===== config.mk =====
export PLATFORM = sky130hd
export DESIGN_NAME = am_sched
export DESIGN_NICKNAME = d
export VERILOG_FILES = /design/src/rtl/pcs_pkg.sv /design/src/rtl/am_bip_acc.sv /design/src/rtl/am_sched.sv
export SDC_FILE = /design/constraint.sdc
export NUM_CORES = 1
export LEC_CHECK = 0
export CORE_ASPECT_RATIO = 0.75
export CORE_MARGIN = 2
export CORE_UTILIZATION = 34
export CTS_CLUSTER_SIZE = 12
export DETAILED_ROUTE_END_ITERATION = 6
export PLACE_DENSITY_LB_ADDON = 0.25
export SYNTH_ARGS = -nofsm -noshare
export SYNTH_HDL_FRONTEND = slang
export SYNTH_HIERARCHICAL = 1
export SYNTH_SLANG_ARGS = --single-unit

===== constraint.sdc =====
create_clock -name clk -period 2.85 [get_ports clk]
set_input_delay 0.4275 -clock clk [delete_from_list [all_inputs] [get_ports clk]]
set_output_delay 0.4275 -clock clk [all_outputs]
set_load 0.02 [all_outputs]

===== src/rtl/pcs_pkg.sv =====
// Shared PCS constants for the alignment-marker scheduler: lane count, AM marker
// bytes, sync headers, scheduler state enum and block/BIP helper functions.
package pcs_pkg;

    localparam int unsigned NUM_LANES = 4;

    localparam logic [1:0] SYNC_DATA = 2'b01;
    localparam logic [1:0] SYNC_CTRL = 2'b10;

    // Per-lane marker bytes packed as {M2, M1, M0}; index = PCS lane.
    localparam logic [NUM_LANES-1:0][23:0] AM_MARKER = {
        24'h3D_79_A2,
        24'h9B_65_C5,
        24'hE6_C4_F0,
        24'h47_76_90
    };

    typedef enum logic [0:0] {
        StAm,
        StData
    } am_state_e;

    // AM payload, byte 0 in data[7:0]: M0,M1,M2,BIP3,~M0,~M1,~M2,~BIP3.
    function automatic logic [63:0] am_block(input logic [1:0] lane, input logic [7:0] bip3);
        logic [23:0] m;
        m = AM_MARKER[lane];
        return {~bip3, ~m, bip3, m};
    endfunction

    // One block's share of the BIP: bit j is the parity of bits 8m+j; header folds into 3 and 4.
    function automatic logic [7:0] bip_contrib(input logic [1:0] hdr, input logic [63:0] data);
        logic [7:0] b;
        b = '0;
        for (int m = 0; m < 8; m++) begin
            b = b ^ data[8*m +: 8];
        end
        b[3] = b[3] ^ hdr[0];
        b[4] = b[4] ^ hdr[1];
        return b;
    endfunction

endpackage


===== src/rtl/am_bip_acc.sv =====
// Per-lane BIP accumulator over emitted 66-bit blocks. An AM block reloads the
// accumulator with its own contribution; every other block on the lane XORs in.
module am_bip_acc
    import pcs_pkg::*;
(
    input  logic        clk,
    input  logic        reset,
    input  logic        blk_en_i,
    input  logic        load_i,
    input  logic [1:0]  header_i,
    input  logic [63:0] data_i,
    output logic [7:0]  bip_o
);

    logic [7:0] acc_q;
    logic [7:0] contrib;

    assign contrib = bip_contrib(header_i, data_i);
    assign bip_o   = acc_q;

    // Accumulate parity of blocks emitted on this lane; restart on the lane's AM.
    always_ff @(posedge clk or posedge reset) begin
        if (reset) begin
            acc_q <= '0;
        end else if (blk_en_i) begin
            acc_q <= load_i ? contrib : (acc_q ^ contrib);
        end
    end

endmodule


===== src/rtl/am_sched.sv =====
// Alignment-marker scheduler: emits a four-lane AM group, then 4*AM_INTERVAL
// scrambled data blocks round-robin across the lanes, paced by the gearbox.
// Optional feature: define AM_BIP_EN to carry real per-lane BIP3 in the AMs;
// otherwise BIP3 is 8'h00 and no accumulators exist.
module am_sched
    import pcs_pkg::*;
#(
    parameter int unsigned AM_INTERVAL = 16383
) (
    input  logic        clk,
    input  logic        reset,
    input  logic        pace,
    input  logic        in_valid,
    output logic        in_ready,
    input  logic [1:0]  in_header,
    input  logic [63:0] in_data,
    output logic        scr_en,
    output logic [63:0] scr_data_in,
    input  logic [63:0] scr_data_out,
    output logic        out_valid,
    output logic [1:0]  out_header,
    output logic [63:0] out_data,
    output logic [1:0]  out_lane,
    output logic        out_is_am,
    output logic        underrun
);

    localparam int unsigned BlocksPerGroup = 4 * AM_INTERVAL;
    localparam int unsigned CntW           = $clog2(BlocksPerGroup + 1);
    localparam logic [CntW-1:0] CntLast    = CntW'(BlocksPerGroup - 1);

    am_state_e       state_q, state_d;
    logic [1:0]      lane_q, lane_d;
    logic [CntW-1:0] cnt_q, cnt_d;

    logic        out_valid_q;
    logic [1:0]  out_header_q;
    logic [63:0] out_data_q;
    logic [1:0]  out_lane_q;
    logic        out_is_am_q;

    logic        in_data_st;
    logic        emit_am;
    logic        xfer;
    logic        emit;
    logic [7:0]  bip3;
    logic [1:0]  blk_hdr;
    logic [63:0] blk_data;

    assign in_data_st  = (state_q == StData);
    assign emit_am     = pace && (state_q == StAm);
    assign in_ready    = pace && in_data_st;
    assign xfer        = in_ready && in_valid;
    assign emit        = emit_am || xfer;
    assign underrun    = pace && in_data_st && !in_valid;
    assign scr_en      = xfer;
    assign scr_data_in = in_data;

    // Header bypasses the scrambler; only the payload is scrambled.
    assign blk_hdr  = emit_am ? SYNC_DATA : in_header;
    assign blk_data = emit_am ? am_block(lane_q, bip3) : scr_data_out;

`ifdef AM_BIP_EN
    logic [7:0] bip_lane [NUM_LANES];

    for (genvar l = 0; l < NUM_LANES; l++) begin : g_bip
        am_bip_acc u_bip (
            .clk      (clk),
            .reset    (reset),
            .blk_en_i (emit && (lane_q == 2'(l))),
            .load_i   (emit_am),
            .header_i (blk_hdr),
            .data_i   (blk_data),
            .bip_o    (bip_lane[l])
        );
    end

    assign bip3 = bip_lane[lane_q];
`else
    assign bip3 = 8'h00;
`endif

    // Next-state: AM group walks lanes 0..3; data phase counts transfers until the interval ends.
    always_comb begin
        state_d = state_q;
        lane_d  = lane_q;
        cnt_d   = cnt_q;
        unique case (state_q)
            StAm: begin
                if (pace) begin
                    lane_d = lane_q + 2'd1;
                    if (lane_q == 2'd3) begin
                        state_d = StData;
                        cnt_d   = '0;
                    end
                end
            end
            StData: begin
                if (xfer) begin
                    lane_d = lane_q + 2'd1;
                    if (cnt_q == CntLast) begin
                        state_d = StAm;
                        cnt_d   = '0;
                        lane_d  = 2'd0;
                    end else begin
                        cnt_d = cnt_q + CntW'(1);
                    end
                end
            end
            default: begin
                state_d = StAm;
                lane_d  = 2'd0;
                cnt_d   = '0;
            end
        endcase
    end

    // State and registered output block; outputs hold their last block when nothing is emitted.
    always_ff @(posedge clk or posedge reset) begin
        if (reset) begin
            state_q      <= StAm;
            lane_q       <= 2'd0;
            cnt_q        <= '0;
            out_valid_q  <= 1'b0;
            out_header_q <= 2'b00;
            out_data_q   <= '0;
            out_lane_q   <= 2'd0;
            out_is_am_q  <= 1'b0;
        end else begin
            state_q     <= state_d;
            lane_q      <= lane_d;
            cnt_q       <= cnt_d;
            out_valid_q <= emit;
            if (emit) begin
                out_header_q <= blk_hdr;
                out_data_q   <= blk_data;
                out_lane_q   <= lane_q;
                out_is_am_q  <= emit_am;
            end
        end
    end

    assign out_valid  = out_valid_q;
    assign out_header = out_header_q;
    assign out_data   = out_data_q;
    assign out_lane   = out_lane_q;
    assign out_is_am  = out_is_am_q;

endmodule

==> summary.txt <==
Floorplan
  • # IOs: 271
  • Die area: 14000 µm²
  • Core area: 12900 µm²
  • Die Y: 103 µm
  • Die width: 136 µm
  • Floorplan row count: 36
  • Initial Utilization: 34.4%

Pwr
  • Sw frac: 28.6%
  • Tot Pwr: 3.58 mW
  • Cell Int Power: 2.56 mW
  • Clock share of power: 33.1%
  • Power density over the cells: 612 nW/µm²
  • Combinational group share of total power: 23.6%
  • Seq pwr share: 43.3%
  • Psw: 1.03 mW
  • Worst IR drop on VDD: 0.292 mV
  • Pleak: 2.56 nW

Hold path
  • Class of the worst hold path: input pin to async pin

Synthesis
  • Synth warn: 6
  • Area contributors post-synth: dfrtp_1, nand2_1, buf_4
  • Post-synth top area share: 50.2%
  • Seq/Total Area, Yosys: 50.2%
  • Syn_area_per_cell: 8.96 µm²
  • Post-Syn Area: 4430 µm²
  • Async set-reset flop share out of synthesis: 100%
  • Top FF cell, synth: dfrtp_1
  • Post-synth EDFFs: 0
  • Cell count after synthesis: 495
  • Flops & latches, synth: 89
  • Area leader, netlist: dfrtp_1
  • Post-synthesis cell type count: 44
  • Syn_nets: 635

Timing
  • Setup TNS: 0 ps
  • Fin. Hold Viols: 0
  • Final Setup Violations: 0
  • Slew @ Worst Pin: 714 ps
  • Rel. slew slack: 51.8%
  • Max Clock Skew: 8.56 ps
  • Final Max Tran Viols: 0
  • Tmin final: 2400 ps
  • RSZ-0062 raised after global routing: false
  • Fin crit share: 84.2%
  • Final worst slack: 451 ps
  • Max Clk Rate: 417 MHz

Placement
  • Post-DP HPWL: 8270 µm
  • DP Worst Slack: 389 ps
  • Gpl congestion: 0.791
  • IO buf count: 142

Setup path
  • Cell mode on critical path: clkdlybuf4s50_1
  • Critical path arrival: 1970 ps
  • Req. time, crit path: 2420 ps
  • Worst Path Buf+Inv: 3
  • Startpoint types: input pin
  • Slowest stage delay, CP: 600 ps
  • CP top delay family: buffers and inverters
  • Worst setup path class: input pin to primary output
  • Crit path capture type: primary output
  • Crit-path cells: clkdlybuf4s50_1 -> and2_1 -> nand2_2 -> inv_2 -> clkdlybuf4s50_1
  • Slowest stage cell, crit path: clkdlybuf4s50_1
  • Crit-path max FO: 6

Clock network
  • Clock-pin slew on the worst setup and hold paths: 60 ps
  • Setup Buffers After CTS: 0
  • Hold Buf Count CTS: 0
  • CTS tree: built
  • Resized Gates After CTS: 0
  • Skew-Pair Late Insertion Delay: 340 ps
  • H-Tree Depth: 3
  • Sink Count: 89
  • Clk buf depth: 2
  • CTS Buf Count: 9
  • Root Driver: clkbuf_16

Route
  • Final wirelength: 11700 µm
  • DR iter-0 viols: 174
  • Routed Antenna Nets: 0
  • Total number of vias: 3649
  • DRC violation count after routing: 0
  • DR vias/cell: 4.92
  • Drt pass-1 iters: 4
  • Routed length per placed instance: 15.7 µm

GRT
  • Antenna violations before repair: 0
  • Largest net degree at the start of global routing: 66
  • Grt ovf: 0
  • First-pass GRT wire length: 18700 µm
  • Gr usage total: 17.2%
  • Vias in the first global route: 3601

Flow run
  • Max Cap Viol: 0

Finish
  • ANT cells: 0
  • Area growth syn-to-layout: 32.1%
  • Final nets: 705
  • Fraction of layout cells with a size suffix above 1: 5.79%

Status
  • Status: finished clean
-- kinds of logic (layout without fill, tap and decap cells) --
logic type,after synthesis,after routing,synth area share [%]
flip-flops,89,89,50.2
multiplexers,4,4,1.04
AO/OA/AOI/OAI,70,70,9.96
adder cells (fa/ha/maj),6,6,1.69
AND/OR/NAND/NOR,219,219,21.6
buffers and inverters,100,175,14.1
XOR/XNOR,7,7,1.38
-- sequential cells by signal, summed over array words and instances, names as in the netlist --
name / cells
out_valid: 1
lane_q: 2
out_is_am: 1
in_data_st: 1
cnt_q: 16
out_header: 2
out_data: 64
out_lane: 2
-- path summary, 6_finish.rpt --
kind,from,endpoint,slack (ps),depth (start not counted)
max,pace,scr_en,450,5
min,reset,out_data[24],410,2
max reg2reg,cnt_q[0],cnt_q[5],530,5
min reg2reg,out_data[14],out_data[14],490,2
max in group asynchronous,reset,out_data[36],1770,3
min in group clk,out_data[14],out_data[14],490,2
-- layer usage --
| metal | share of wire [%] | GRT usage, % | vias up |
|---|---|---|---|
| li1 | - | - | 1736 |
| met1 | 46 | 24.0 | 1727 |
| met2 | 42 | 24.5 | 173 |
| met3 | 11 | 7.77 | 13 |
| met4 | 0.78 | 4.17 | 0 |
| met5 | 0 | 0 | - |
-- through the flow --
stage	instances	utilization, %	cell area [µm²]	hold slack, ps
finish	741	45.5	5860	414
global route	741	45.5	5860	454
CTS	741	45.5	5860	432
detailed placement	725	43.2	5560	485
global placement	725	43.2	5560	476
floorplan	495	-	4430	495
-- layout make-up --
type | count | area (µm²)
Clock buffer | 12 | 246
Clock inverter | 4 | 52.6
Fill cell | 1242 | 7020
Inverter | 8 | 31.3
Multi-Input combinational cell | 306 | 1590
Sequential cell | 89 | 2230
Tap cell | 171 | 214
Timing Repair Buffer | 151 | 1500
-- placed cells by master, fill, tap and decap left out, drive strengths merged, types with 2 or more instances in the layout --
master	count
clkinvlp	3
o21ai	8
clkbuf	12
nand3b	2
inv	7
clkdlybuf4s50	142
nand4	4
nand3	29
or3	2
mux2	2
nand2	141
and2	7
dfrtp	89
a21oi	8
nor3	3
ha	6
buf	9
o31ai	3
mux2i	2
nor2	18
o22ai	2
o41ai	3
or4	3
xnor2	7
nor4	3
nor2b	2
a31oi	39
-- synth_stat cells, types with 5 or more instances --
master / number
a21oi_1: 8
a31oi_1: 39
and2_1: 7
buf_1: 5
buf_4: 64
clkbuf_1: 19
dfrtp_1: 89
ha_1: 6
inv_1: 8
nand2_1: 141
nand3_1: 29
nor2_1: 18
o21ai_0: 7
xnor2_1: 7
-- power by group through the flow --
stage	Clock, mW	Combinational [mW]	Sequential, mW
after floorplan	0	0.392	1.70
after global placement	0	0.847	1.57
after detailed placement	0	0.856	1.57
after CTS	1.22	0.858	1.55
after global routing	1.27	0.925	1.58
final	1.19	0.845	1.55
Power figures use the tool's default switching activity.
